**src/rtl/hc595_shift_driver.sv**
```systemverilog
// Serial driver for a chain of cascaded 74HC595 shift registers.
// Shifts a WIDTH-bit frame out on ser/srclk, then pulses rclk to latch it.
// srclk and rclk run at a half-period of CLK_DIV system clock cycles.
// Optional macro HC595_LSB_FIRST_EN: shift data_in[0] first instead of data_in[WIDTH-1].
module hc595_shift_driver #(
  parameter int unsigned WIDTH   = 16,
  parameter int unsigned CLK_DIV = 50
) (
  input  logic             clk_100MHz,
  input  logic             rst_n,
  input  logic             start,
  input  logic [WIDTH-1:0] data_in,
  output logic             ser,
  output logic             srclk,
  output logic             rclk,
  output logic             oe_n,
  output logic             busy,
  output logic             done
);

  localparam int unsigned BW = $clog2(WIDTH + 1);
  localparam logic [15:0]   DivLast   = 16'(CLK_DIV - 1);
  localparam logic [BW-1:0] BitsTotal = BW'(WIDTH);

  typedef enum logic [2:0] {StIdle, StShiftLo, StShiftHi, StLatch, StDone} state_e;

  state_e           state_q, state_d;
  logic [15:0]      cnt_q, cnt_d;
  logic [BW-1:0]    bit_q, bit_d;
  logic [BW-1:0]    bit_next;
  logic [WIDTH-1:0] sr_q, sr_d;
  logic             ser_q, ser_d;
  logic             srclk_q, rclk_q, busy_q, done_q;
  logic             oe_n_q, oe_n_d;
  logic             phase_end;

`ifdef HC595_LSB_FIRST_EN
  function automatic logic head_bit(input logic [WIDTH-1:0] v);
    return v[0];
  endfunction
  function automatic logic [WIDTH-1:0] drop_head(input logic [WIDTH-1:0] v);
    return v >> 1;
  endfunction
`else
  function automatic logic head_bit(input logic [WIDTH-1:0] v);
    return v[WIDTH-1];
  endfunction
  function automatic logic [WIDTH-1:0] drop_head(input logic [WIDTH-1:0] v);
    return v << 1;
  endfunction
`endif

  assign phase_end = (cnt_q == DivLast);
  assign bit_next  = bit_q + 1'b1;

  // Next-state, counter and shift-register update.
  always_comb begin
    state_d = state_q;
    cnt_d   = cnt_q + 16'd1;
    bit_d   = bit_q;
    sr_d    = sr_q;
    ser_d   = ser_q;
    oe_n_d  = oe_n_q;
    unique case (state_q)
      StIdle: begin
        cnt_d = '0;
        if (start) begin
          // First bit goes straight to ser; sr keeps the remaining bits.
          state_d = StShiftLo;
          ser_d   = head_bit(data_in);
          sr_d    = drop_head(data_in);
          bit_d   = '0;
        end
      end
      StShiftLo: begin
        if (phase_end) state_d = StShiftHi;
      end
      StShiftHi: begin
        if (phase_end) begin
          if (bit_next == BitsTotal) begin
            state_d = StLatch;
            bit_d   = '0;
          end else begin
            // ser only moves here, on the srclk falling edge.
            state_d = StShiftLo;
            bit_d   = bit_next;
            ser_d   = head_bit(sr_q);
            sr_d    = drop_head(sr_q);
          end
        end
      end
      StLatch: begin
        if (phase_end) begin
          state_d = StDone;
          oe_n_d  = 1'b0;
        end
      end
      StDone: begin
        state_d = StIdle;
      end
      default: begin
        state_d = StIdle;
      end
    endcase
    if (state_d != state_q) cnt_d = '0;
  end

  // State, counters and registered outputs; outputs decoded from the next state.
  always_ff @(posedge clk_100MHz or negedge rst_n) begin
    if (!rst_n) begin
      state_q <= StIdle;
      cnt_q   <= '0;
      bit_q   <= '0;
      sr_q    <= '0;
      ser_q   <= 1'b0;
      srclk_q <= 1'b0;
      rclk_q  <= 1'b0;
      oe_n_q  <= 1'b1;
      busy_q  <= 1'b0;
      done_q  <= 1'b0;
    end else begin
      state_q <= state_d;
      cnt_q   <= cnt_d;
      bit_q   <= bit_d;
      sr_q    <= sr_d;
      ser_q   <= ser_d;
      srclk_q <= (state_d == StShiftHi);
      rclk_q  <= (state_d == StLatch);
      oe_n_q  <= oe_n_d;
      busy_q  <= (state_d == StShiftLo) || (state_d == StShiftHi) || (state_d == StLatch);
      done_q  <= (state_d == StDone);
    end
  end

  assign ser   = ser_q;
  assign srclk = srclk_q;
  assign rclk  = rclk_q;
  assign oe_n  = oe_n_q;
  assign busy  = busy_q;
  assign done  = done_q;

endmodule

```
**config.mk**
```make
export PLATFORM = sky130hd
export DESIGN_NAME = hc595_shift_driver
export DESIGN_NICKNAME = d
export VERILOG_FILES = /design/src/rtl/hc595_shift_driver.sv
export SDC_FILE = /design/constraint.sdc
export NUM_CORES = 1
export LEC_CHECK = 0
export BUFFER_PORTS_ARGS = -buffer_cell sky130_fd_sc_hd__buf_2
export CAP_MARGIN = 30
export CORE_MARGIN = 3
export CORE_UTILIZATION = 35
export CTS_CLUSTER_SIZE = 40
export DETAILED_ROUTE_END_ITERATION = 7
export PLACE_DENSITY = 0.64
export SLEW_MARGIN = 20
export SYNTH_ARGS = -nofsm -noshare
export SYNTH_HDL_FRONTEND = slang
export SYNTH_SLANG_ARGS = --single-unit
```
**constraint.sdc**
```tcl
create_clock -name clk_100MHz -period 2.5 [get_ports clk_100MHz]
set_input_delay 0.25 -clock clk_100MHz [delete_from_list [all_inputs] [get_ports clk_100MHz]]
set_output_delay 0.25 -clock clk_100MHz [all_outputs]
set_load 0.1 [all_outputs]
```
# Word level (Yosys, flattened, before mapping)
# Cells that the tools add are included.
dict set report word_totals {
  regBits 46
  in_bits 19
  output_inout_bits 6
  word_cells 52
}
dict set report op_classes {
  addsub 2
  n_eq_ne 13
  muxes 20
  n_reduce_logical 7
}
# cell n
set op_table {}
lappend op_table {{$mux 16} 5}
lappend op_table {{$pmux 16 s2} 1}
lappend op_table {{$add 16x1->16 const B} 1}
lappend op_table {{$eq 16x6->1 const B} 1}
lappend op_table {{$mux 5} 3}
lappend op_table {{$eq 3x2->1 const B} 4}
lappend op_table {{$mux 3} 4}
lappend op_table {{$pmux 3 s4} 1}
lappend op_table {{$pmux 5 s2} 1}
lappend op_table {{$eq 3x1->1 const B} 2}
lappend op_table {{$ne 2x2->1 const B} 3}
lappend op_table {{$add 5x1->5 const B} 1}
lappend op_table {{$eq 5x5->1 const B} 1}
lappend op_table {{$reduce_and 4->1} 1}
lappend op_table {{$eq 3x3->1 const B} 1}
lappend op_table {{$logic_not 3->1} 1}
lappend op_table {{$mux 1} 3}
lappend op_table {{$ne 3x3->1} 1}
lappend op_table {{$reduce_and 3->1} 1}
lappend op_table {{$logic_or 1x1->1} 2}
lappend op_table {{$mux 2} 1}
lappend op_table {{$pmux 1 s2} 1}
lappend op_table {{$reduce_and 2->1} 1}
lappend op_table {{$reduce_bool 2->1} 1}

# Depth between registers and ports, before layout
# Gate-level depths: netlist of the first run.
dict set report depth {
  ltp_word 8
  ltp_mapped 9
  depth_no_buf 7
}

# Worst setup path after synthesis of the first run
# Ideal clock, no wire load.
dict set report synth_path {
  path_kind {register to register}
  start {reg cnt_q[0]}
  end {reg cnt_q[11]}
  t_arrival_ns 1.755
  required_time_ns 2.429
  path_slack_ns 0.673
  stages_incl_launch_ff 9
  synth_period_minus_slack_ns 1.827
  cell_sequence {dfrtp_1 ha_1 nor3b_1 and4_1 buf_4 or3_1 buf_2 buf_2 nor2_1}
}
dict set report synth_via {
  elab_chain_cells 5
  word_cells_on_any_way 9
  classes_between {add/sub: 1; eq/ne: 2; mux: 6}
}
# element line_no
set synth_lines {}
lappend synth_lines {{start, declared} 28} ;# logic [15:0] cnt_q, cnt_d;
lappend synth_lines {{start signal, assigned} 123} ;# cnt_q <= cnt_d;
lappend synth_lines {{parallel branches: the longest is 4 deep, another holds $add 16x1->16} n/a}
lappend synth_lines {{$mux 16 (*)} 105} ;# if (state_d != state_q) cnt_d = '0;
lappend synth_lines {{via cnt_d[11]} 28}
# Mark *: on every way through the listed nets, which the timed path passes.
# A chain may end at the register's enable or synchronous reset.

# Final worst setup path of the first run
dict set report layout_path {
  start {reg state_q[0]}
  end {reg sr_q[4]}
}
dict set report layout_via {
  elab_chain_cells 3
  word_cells_on_any_way 8
  classes_between {eq/ne: 4; mux: 1; reduce/logical: 3}
}
# element line_no
set layout_lines {}
lappend layout_lines {{start, declared} 27} ;# state_e state_q, state_d;
lappend layout_lines {{start signal, assigned} 111} ;# state_q <= StIdle;
lappend layout_lines {{start signal, assigned} 122} ;# state_q <= state_d;
lappend layout_lines {{$eq 3x2->1 or $logic_not 3->1 (tied branches)} 64} ;# unique case (state_q)
lappend layout_lines {{$ne 2x2->1 (no line) or $reduce_bool 2->1 (tied branches)} n/a}
lappend layout_lines {{$reduce_and 4->1 (no line)} n/a}
lappend layout_lines {{end signal, assigned} 125} ;# sr_q <= sr_d;
lappend layout_lines {{end, declared} 31} ;# logic [WIDTH-1:0] sr_q, sr_d;
# Several ways; a longest one is shown, not always the timed one.

==> results by group, run 1 <==
Status
  – Outcome: completed

Clock tree
  – Clock transition at path regs: around 0.090 ns
  – Clock Sink Count: 45
  – Root buf cell: clkbuf_8
  – Worst skew pair latency: 0.30 ns
  – CTS H-tree depth: 2
  – CTS tree: yes
  – Worst-case clock buffer depth: 2
  – PostCTS Resize Cnt: 0
  – Post-CTS setup buffers: 0
  – TritonCTS buffer count: 5

Timing
  – Fin worst setup slack: 0.4430 ns
  – Max-slew violations: 0
  – FMAX: 0.4861 GHz
  – Setup-failing EPs final: 0
  – Max-slew headroom: 58.49%
  – Setup_tns: 0 ns
  – Final Cycle Share: approximately 80%
  – Worst-margin pin slew: 0.6226 ns
  – RSZ-0062 raised after global routing: no
  – Final min period: 2.057 ns
  – Final Hold Fails: 0
  – Worst clock skew: 0.01130 ns

Global routing
  – Vias in the first global route: 1539
  – Antenna violations before repair: 0
  – Grt ovf: 0
  – First-pass GRT wire length: 7431 um
  – Pin count of the biggest net entering global routing: 27
  – All-layer global routing usage: ~13%

Synthesis
  – Synth top area cells: dfrtp_1, a2bb2oi_2, o22ai_1
  – Cell area after synthesis: between 0.002 and 0.0025 mm^2
  – Net count after synthesis: 227
  – Mapped Cells: 205
  – Mux cell area share after synthesis: 0%
  – Register bit count reported by yosys: between 40 and 50
  – Synth Area in Compound Gates: 20.09%
  – Library cells used by synthesis: 44
  – Warning count from the yosys run: 0
  – Post-Synth Simple-Gate Area: 18.68%
  – Yosys top cell by area: dfrtp_1
  – Xor/xnor cell area share of the yosys netlist: 5.121%
  – Yosys top cell area share: 49.52%
  – Largest family of logic cells by synthesized area: compound AO/OA/AOI/OAI gates
  – Sequential fraction of the synthesis area: between 50% and 60%
  – Post-synthesis adder-cell area fraction: under 10%
  – Post-Syn Area per Cell: about 11 um^2

Worst setup path
  – RR Endpoint: sr_q[4]
  – CP max-delay cell: a21boi_4
  – CP startpoint kind: flop
  – CP Cell Sequence: nor4b_4 > nor2_1 > a21oi_4 > a21boi_4 > a2bb2oi_1
  – Worst R2R Start: state_q[0]
  – Worst endpoint data arrival time: 2.27 ns
  – R2R Setup Slk: 0.44 ns
  – Critical Path Fanout Max: 16
  – Crit. End Element: flop
  – Max incr delay on CP: 0.53 ns
  – Kind of critical path: flop to flop
  – R2r worst-path depth: 5
  – WP data required: 2.72 ns

Routing
  – Vias: between 1500 and 2000
  – Antenna-violating nets left: 0
  – Starting DRT DRC Count: between 50 and 60
  – DRC errors left: 0
  – Post-DR vias/cell: 5.235
  – DR pass1 iterations: 4
  – Final WL: 4353 um
  – Wire length per cell: between 10 and 15 um

Die
  – Initial Util: 36.90%
  – Total die area: 0.007344 mm^2
  – Die Wd: 85.70 um
  – Ports: 25
  – Row count: 28
  – Core Region: 0.006026 mm^2
  – Die Height: 85.70 um

Cells and area
  – Multi-input logic area: about 0.001 mm^2
  – Finished Cell Area: 0.002519 mm^2
  – Layout cells sized above 1: 21.98%
  – Diodes inserted: 0
  – Register Area: between 0.001 and 0.0015 mm^2
  – Synthesis-to-layout area growth: 13.28%
  – Final core utilization: 41.80%
  – Final #Nets: 253
  – Fillers: 585

Run
  – Max_cap viols: 0

Placed design
  – HPWL Detailed: 2994 um
  – Gp weighted congestion: 0.7686
  – DP Area: 0.002427 mm^2
  – Setup Slack @ Placement: 0.4466 ns
  – Port buffer count: 24

Power
  – P_leak: 1.056 nW
  – PD cells: 505.1 mW/mm^2
  – Max IR drop VDD: 0.2664 mV
  – Total power: 1.272 mW

Hold path
  – Hold path endpoint: sr_q[1]
  – HP Start: data_in[0]
  – HP Class: input port to flop
  – WHS Path Cells: 3
==> power by group <==
group | switching, mW | internal, mW
clock network | 0.249 | 0.197
registers | 0.00997 | 0.741
logic | 0.0357 | 0.0390
total | 0.295 | 0.977
==> worst max path at each step <==
stage                     startpoint         to  slack, ns  cells past startpoint
final                     state_q[0]    sr_q[4]       0.44                      5
after detailed placement    cnt_q[1]  cnt_q[13]       0.45                      6
after CTS                   cnt_q[1]   cnt_q[6]       0.44                      6
after global routing        cnt_q[1]   cnt_q[3]       0.27                      6
after global placement      cnt_q[2]    sr_q[2]       0.49                      5
after floorplan             cnt_q[0]  cnt_q[11]       0.67                      8
==> layer usage <==
layer / up-vias / part of all wire (%) / GRT usage [%]
met2: 24 / 46 / 19.14
met1: 781 / 50 / 17.22
li1: 796 / - / -
met5: - / 0 / 0
met4: 0 / 1.1 / 5.036
met3: 6 / 3.0 / 3.266
==> sequential cells by signal, indices dropped and copies added (netlist names) <==
register / cells
state_q: 3
cnt_q: 16
done: 1
srclk: 1
bit_q: 5
sr_q: 15
rclk: 1
oe_n: 1
ser: 1
busy: 1
==> cell families (layout without fill, tap and decap cells) <==
group,after synthesis,in the layout
flops,45,45
fa+ha+maj,3,3
simple gates,75,75
buf+inv,17,44
xor+xnor,13,13
compound gates,52,52
==> layout by cell type, fill, tap and decap left out, drive strengths merged, types with 2 or more instances in the layout <==
master / netlist / routed
nor3b: 4 / 4
nand3: 7 / 7
and4: 3 / 3
ha: 3 / 3
clkbuf: 0 / 7
buf: 9 / 27
or3: 3 / 3
o31ai: 2 / 2
nor3: 6 / 6
nand2: 17 / 17
a21oi: 7 / 7
o21ai: 6 / 6
nand2b: 2 / 2
nor4: 2 / 2
nand4: 3 / 3
o22ai: 15 / 15
nor2: 22 / 22
xnor2: 8 / 8
xor2: 5 / 5
nand4b: 2 / 2
dfrtp: 44 / 44
inv: 8 / 8
a2bb2oi: 14 / 14
==> worst max-delay path, delay by kind of cell, from the launching register on <==
family / cells / cell delay (ns)
AOI/OAI and AO/OA: 3 / 0.91
and+or+nand+nor: 2 / 0.57
DFF: 1 / 0.49
==> final cells by class <==
cell class,instances,area share (%)
Multi-Input combinational cell,143,40.24
Timing Repair Buffer,28,6.855
Inverter,8,1.192
Sequential cell,45,44.76
Clock buffer,7,3.030
Clock inverter,1,0.1987
Tap cell,75,3.726
==> through the flow <==
| stage | std cells | hold slack, ns |
|---|---|---|
| global route | 307 | 0.1707 |
| floorplan | 205 | -0.04559 |
| CTS | 307 | 0.1671 |
| detailed placement | 298 | 0.3059 |
| global placement | 297 | 0.4664 |
| finish | 307 | 0.1621 |
==> cells in the mapped netlist (all sizes together) <==
cell type  instances
nand2             17
nor2b              1
a2bb2oi           14
and4               3
o2bb2a             1
xor2               5
and2               1
o21ai              6
nor3               6
o31ai              2
o22ai             15
nand3              7
ha                 3
nor2              22
or3                3
nor4bb             1
a21boi             1
o311a              1
dfrtp             44
nor4b              1
nand4b             2
nand2b             2
o41ai              1
inv                8
nor4               2
o211ai             1
xnor2              8
dfstp              1
nor3b              4
buf                9
a221o              1
nand4              3
a21oi              7
a21o               1
a21bo              1
==> what timing repair did <==
action	CTS	global route
endpoints found under the hold margin	24	0
hold buffers	1	0
endpoints found under the setup margin	0	0
No activity file was read; power rests on OpenSTA's default activity.
==> run 2: changes to the inputs <==
--- a/config.mk
+++ b/config.mk
@@ -5,13 +5,14 @@
 export SDC_FILE = /design/constraint.sdc
 export NUM_CORES = 1
 export LEC_CHECK = 0
+export ABC_AREA = 1
 export BUFFER_PORTS_ARGS = -buffer_cell sky130_fd_sc_hd__buf_2
 export CAP_MARGIN = 30
 export CORE_MARGIN = 3
 export CORE_UTILIZATION = 35
 export CTS_CLUSTER_SIZE = 40
 export DETAILED_ROUTE_END_ITERATION = 7
-export PLACE_DENSITY = 0.64
+export PLACE_DENSITY = 0.66
 export SLEW_MARGIN = 20
 export SYNTH_ARGS = -nofsm -noshare
 export SYNTH_HDL_FRONTEND = slang
==> constraint.sdc (replaced) <==
create_clock -name clk_100MHz -period 1.7 [get_ports clk_100MHz]
set_input_delay 0.17 -clock clk_100MHz [delete_from_list [all_inputs] [get_ports clk_100MHz]]
set_output_delay 0.17 -clock clk_100MHz [all_outputs]
set_load 0.1 [all_outputs]
==> run 2 against run 1 <==
Against the previous run:
- first-iteration DRC count up 88%
- worst hold slack worse by 0.020 ns
- non-clock buffer count up 16
- routed wire length up 20%
- sequential power up 42%
- register-to-register slack worse by 0.37 ns
==> results by group, run 2 <==
Status
  – Outcome: completed

Clock tree
  – CTS H-tree depth: 2 (unchanged)
  – CTS tree: yes
  – Worst-case clock buffer depth: 2 (unchanged)
  – Root buf cell: clkbuf_8
  – Clock transition at path regs: 0.08 ns (about the same)
  – Clock Sink Count: 45 (unchanged)
  – Worst skew pair latency: 0.29 ns (about the same)
  – TritonCTS buffer count: 5 (unchanged)

Cells and area
  – Commonest non-fill, non-tap cell in the layout: nand2_1
  – Most frequent cells in the layout: nand2_1, dfrtp_1, nand3_1
  – Biggest regs: cnt_q x16, sr_q x15, bit_q x5
  – Most flops, register: cnt_q
  – Final #Nets: 399 (+58%)
  – Multi-input logic area: 0.001304 mm^2 (+29%)
  – Max FFs per register: 16 (unchanged)
  – Fillers: 683 (+17%)
  – Register Area: 0.001127 mm^2 (unchanged)
  – Diodes inserted: 0 (unchanged)
  – Synthesis-to-layout area growth: 21.86%
  – Post-Layout Cell Count: 474 (+54%)
  – Layout cells sized above 1: 25.40% (+3.4 points)

Timing
  – Final min period: 1.625 ns (-0.4322 ns)
  – Max-slew headroom: 67.79% (+9.3 points)
  – Final Hold Fails: 0 (unchanged)
  – Worst clock skew: 0.005959 ns (-0.005338 ns)
  – Hold_ws: 0.1417 ns (-0.02046 ns)
  – Worst-margin pin slew: 0.4864 ns (-0.1362 ns)
  – Final Cycle Share: 95.58% (+13 points)
  – FMAX: 0.6155 GHz (+27%)
  – Max-slew violations: 0 (unchanged)
  – Setup-failing EPs final: 0 (unchanged)
  – Setup_tns: 0 ns (unchanged)

Global routing
  – Grt ovf: 0 (unchanged)
  – Pin count of the biggest net entering global routing: 46 (+70%)
  – First-pass GRT wire length: 9018 um (+21%)
  – Vias in the first global route: 2054 (+33%)
  – All-layer global routing usage: 12.93% (+0.31 points)
  – Antenna violations before repair: 0 (unchanged)

Worst setup path
  – Crit. End Element: flop
  – Kind of critical path: flop to flop
  – Worst endpoint data arrival time: 1.81 ns (-0.46 ns)
  – Worst R2R Start: bit_q[0]
  – WP data required: 1.88 ns (-0.84 ns)
  – Critical Path Fanout Max: 6 (-10)
  – Critical Path Start: bit_q[0]
  – CP startpoint kind: flop

Routing
  – Met2 WL: 2514 um (+26%)
  – Final WL: 5216 um (+20%)
  – Antenna-violating nets left: 0 (unchanged)
  – Vias: 2153 (+34%)
  – Starting DRT DRC Count: 109 (+88%)
  – Met1 Wirelength: 2440 um (+12%)
  – Wire length per cell: 11.00 um (-22%)
  – Post-DR vias/cell: 4.542 (-13%)
  – DR pass1 iterations: 4 (unchanged)
  – Met3 WL post-DR: 244 um (+89%)
  – Top routing layer used: met4
  – DRC errors left: 0 (unchanged)

Synthesis
  – Asr flop ratio synth: 100.0% (unchanged)
  – Synth top cells by count: nand2_1, dfrtp_1, nand3_1
  – Register bit count reported by yosys: 45 (unchanged)
  – Yosys top cell by area: dfrtp_1
  – Post-Syn Area per Cell: 7.619 um^2 (-30%)
  – Mapped Cells: 335 (+63%)
  – EDFF count, synth: 0 (unchanged)
  – Cell area after synthesis: 0.002552 mm^2 (+15%)
  – Synth top area cells: dfrtp_1, nand2_1, nand3_1
  – Net count after synthesis: 357 (+57%)
  – Warning count from the yosys run: 0 (unchanged)
  – Top FF cell, synth: dfrtp_1
  – Yosys top cell area share: 43.14% (-6.4 points)
  – Count leader, synth: nand2_1
  – Library cells used by synthesis: 32 (-27%)
  – Sequential fraction of the synthesis area: 44.17% (-6.5 points)

Power
  – PD cells: 632.3 mW/mm^2 (+25%)
  – Max IR drop VDD: 0.3555 mV (+33%)
  – P_leak: 1.558 nW (+47%)

Placed design
  – Cell total after placement: 457 (+53%)
  – HPWL Detailed: 3529 um (+18%)
  – Port buffer count: 24 (unchanged)
  – Gp weighted congestion: 0.8755 (+14%)

Hold path
  – HP Class: input port to flop
  – HP Start: data_in[0]

Die
  – Die Wd: 91.40 um (+6.6%)
  – Ports: 25 (unchanged)
  – Die Height: 91.40 um (+6.6%)
  – Core Region: 0.006944 mm^2 (+15%)
  – Initial Util: 36.76% (-0.14 points)
  – Row count: 30 (+7.1%)
  – Total die area: 0.008353 mm^2 (+14%)

Run
  – Max_cap viols: 0 (unchanged)
-- run 2: cell count changes in the layout (fill, tap and decap cells not counted), moves of 5 or more --
| cell | delta |
|---|---|
| nand2_1 | +101 |
| nand2_4 | +5 |
| inv_1 | +17 |
| buf_4 | +13 |
| xnor2_1 | -8 |
| a2bb2oi_2 | -9 |
| nand3_1 | +30 |
| nor2_1 | +7 |
| o22ai_1 | -15 |
| nor2_4 | +13 |
| a2bb2oi_1 | -5 |
| xor2_1 | -5 |
-- run 2: path summary, 6_finish.rpt --
path | to | slack [ns] | cells after the start
max reg2reg | sr_q[3] | 0.08 | 11
min | sr_q[1] | 0.14 | 3
max | sr_q[3] | 0.08 | 11
min in group asynchronous | cnt_q[7] | 0.38 | 3
max in group asynchronous | oe_n | 1.05 | 3
min reg2reg | oe_n | 0.45 | 2
-- run 2: worst max-delay path, cell delays in order (launching register included) --
cell and delay [ns]:
dfrtp_1 0.45, ha_4 0.17, nand2_2 0.06, inv_2 0.08
nand3_1 0.08, nand2_2 0.09, nand3_2 0.10, nand2_2 0.10
nand2_4 0.10, clkbuf_16 0.17, nand3_1 0.06, nand2_1 0.06
-- run 2: cell type report --
| type | count | share of cell area [%] |
|---|---|---|
| multi-input combinational | 250 | 41.91 |
| timing repair buffer | 44 | 10.38 |
| tap | 96 | 3.862 |
| sequential | 45 | 36.24 |
| clock buffer | 7 | 2.776 |
| inverter | 31 | 3.862 |
| clock inverter | 1 | 0.9654 |
-- run 2: metrics by stage --
| stage | cell area [um^2] | total power, mW | setup WS [ns] | util (%) |
|---|---|---|---|---|
| finish | 3110 | 1.967 | 0.07520 | 44.79 |
| global route | 3110 | 2.045 | -0.04493 | 44.79 |
| CTS | 2954 | 1.997 | 0.03193 | 42.54 |
| detailed placement | 2824 | 1.155 | 0.02208 | 40.67 |
| global placement | 2824 | 1.155 | 0.08312 | 40.67 |
| floorplan | 2552 | 1.105 | 0.1211 | - |
-- run 2: timing repair --
item,4_1_cts,5_1_grt
hold endpoints to repair,44,0
setup endpoints to repair,1,33
setup buffers,0,7
resized for setup,1,19
hold buffers,1,0
gates cloned,0,1
pin swaps,0,4
-- run 2: cells by family after synthesis --
| kind of cell | synth area share (%) |
|---|---|
| simple gates | 43.24 |
| flops | 44.17 |
| buf+inv | 7.549 |
| compound gates | 3.579 |
| fa+ha+maj | 1.471 |
-- run 2: metal layers --
metal  vias up  track usage, %
li1       1140               -
met1       965           17.75
met4         0           2.638
met5         -               0
met2        46           21.06
met3         2           2.651
-- run 2: power breakdown --
| group | internal [mW] | total [mW] | leakage, nW | switching, mW |
|---|---|---|---|---|
| Clock | 0.479 | 0.833 | 0.0585 | 0.354 |
| Combinational | 0.0276 | 0.0639 | 0.897 | 0.0363 |
| Sequential | 1.07 | 1.07 | 0.603 | 0 |
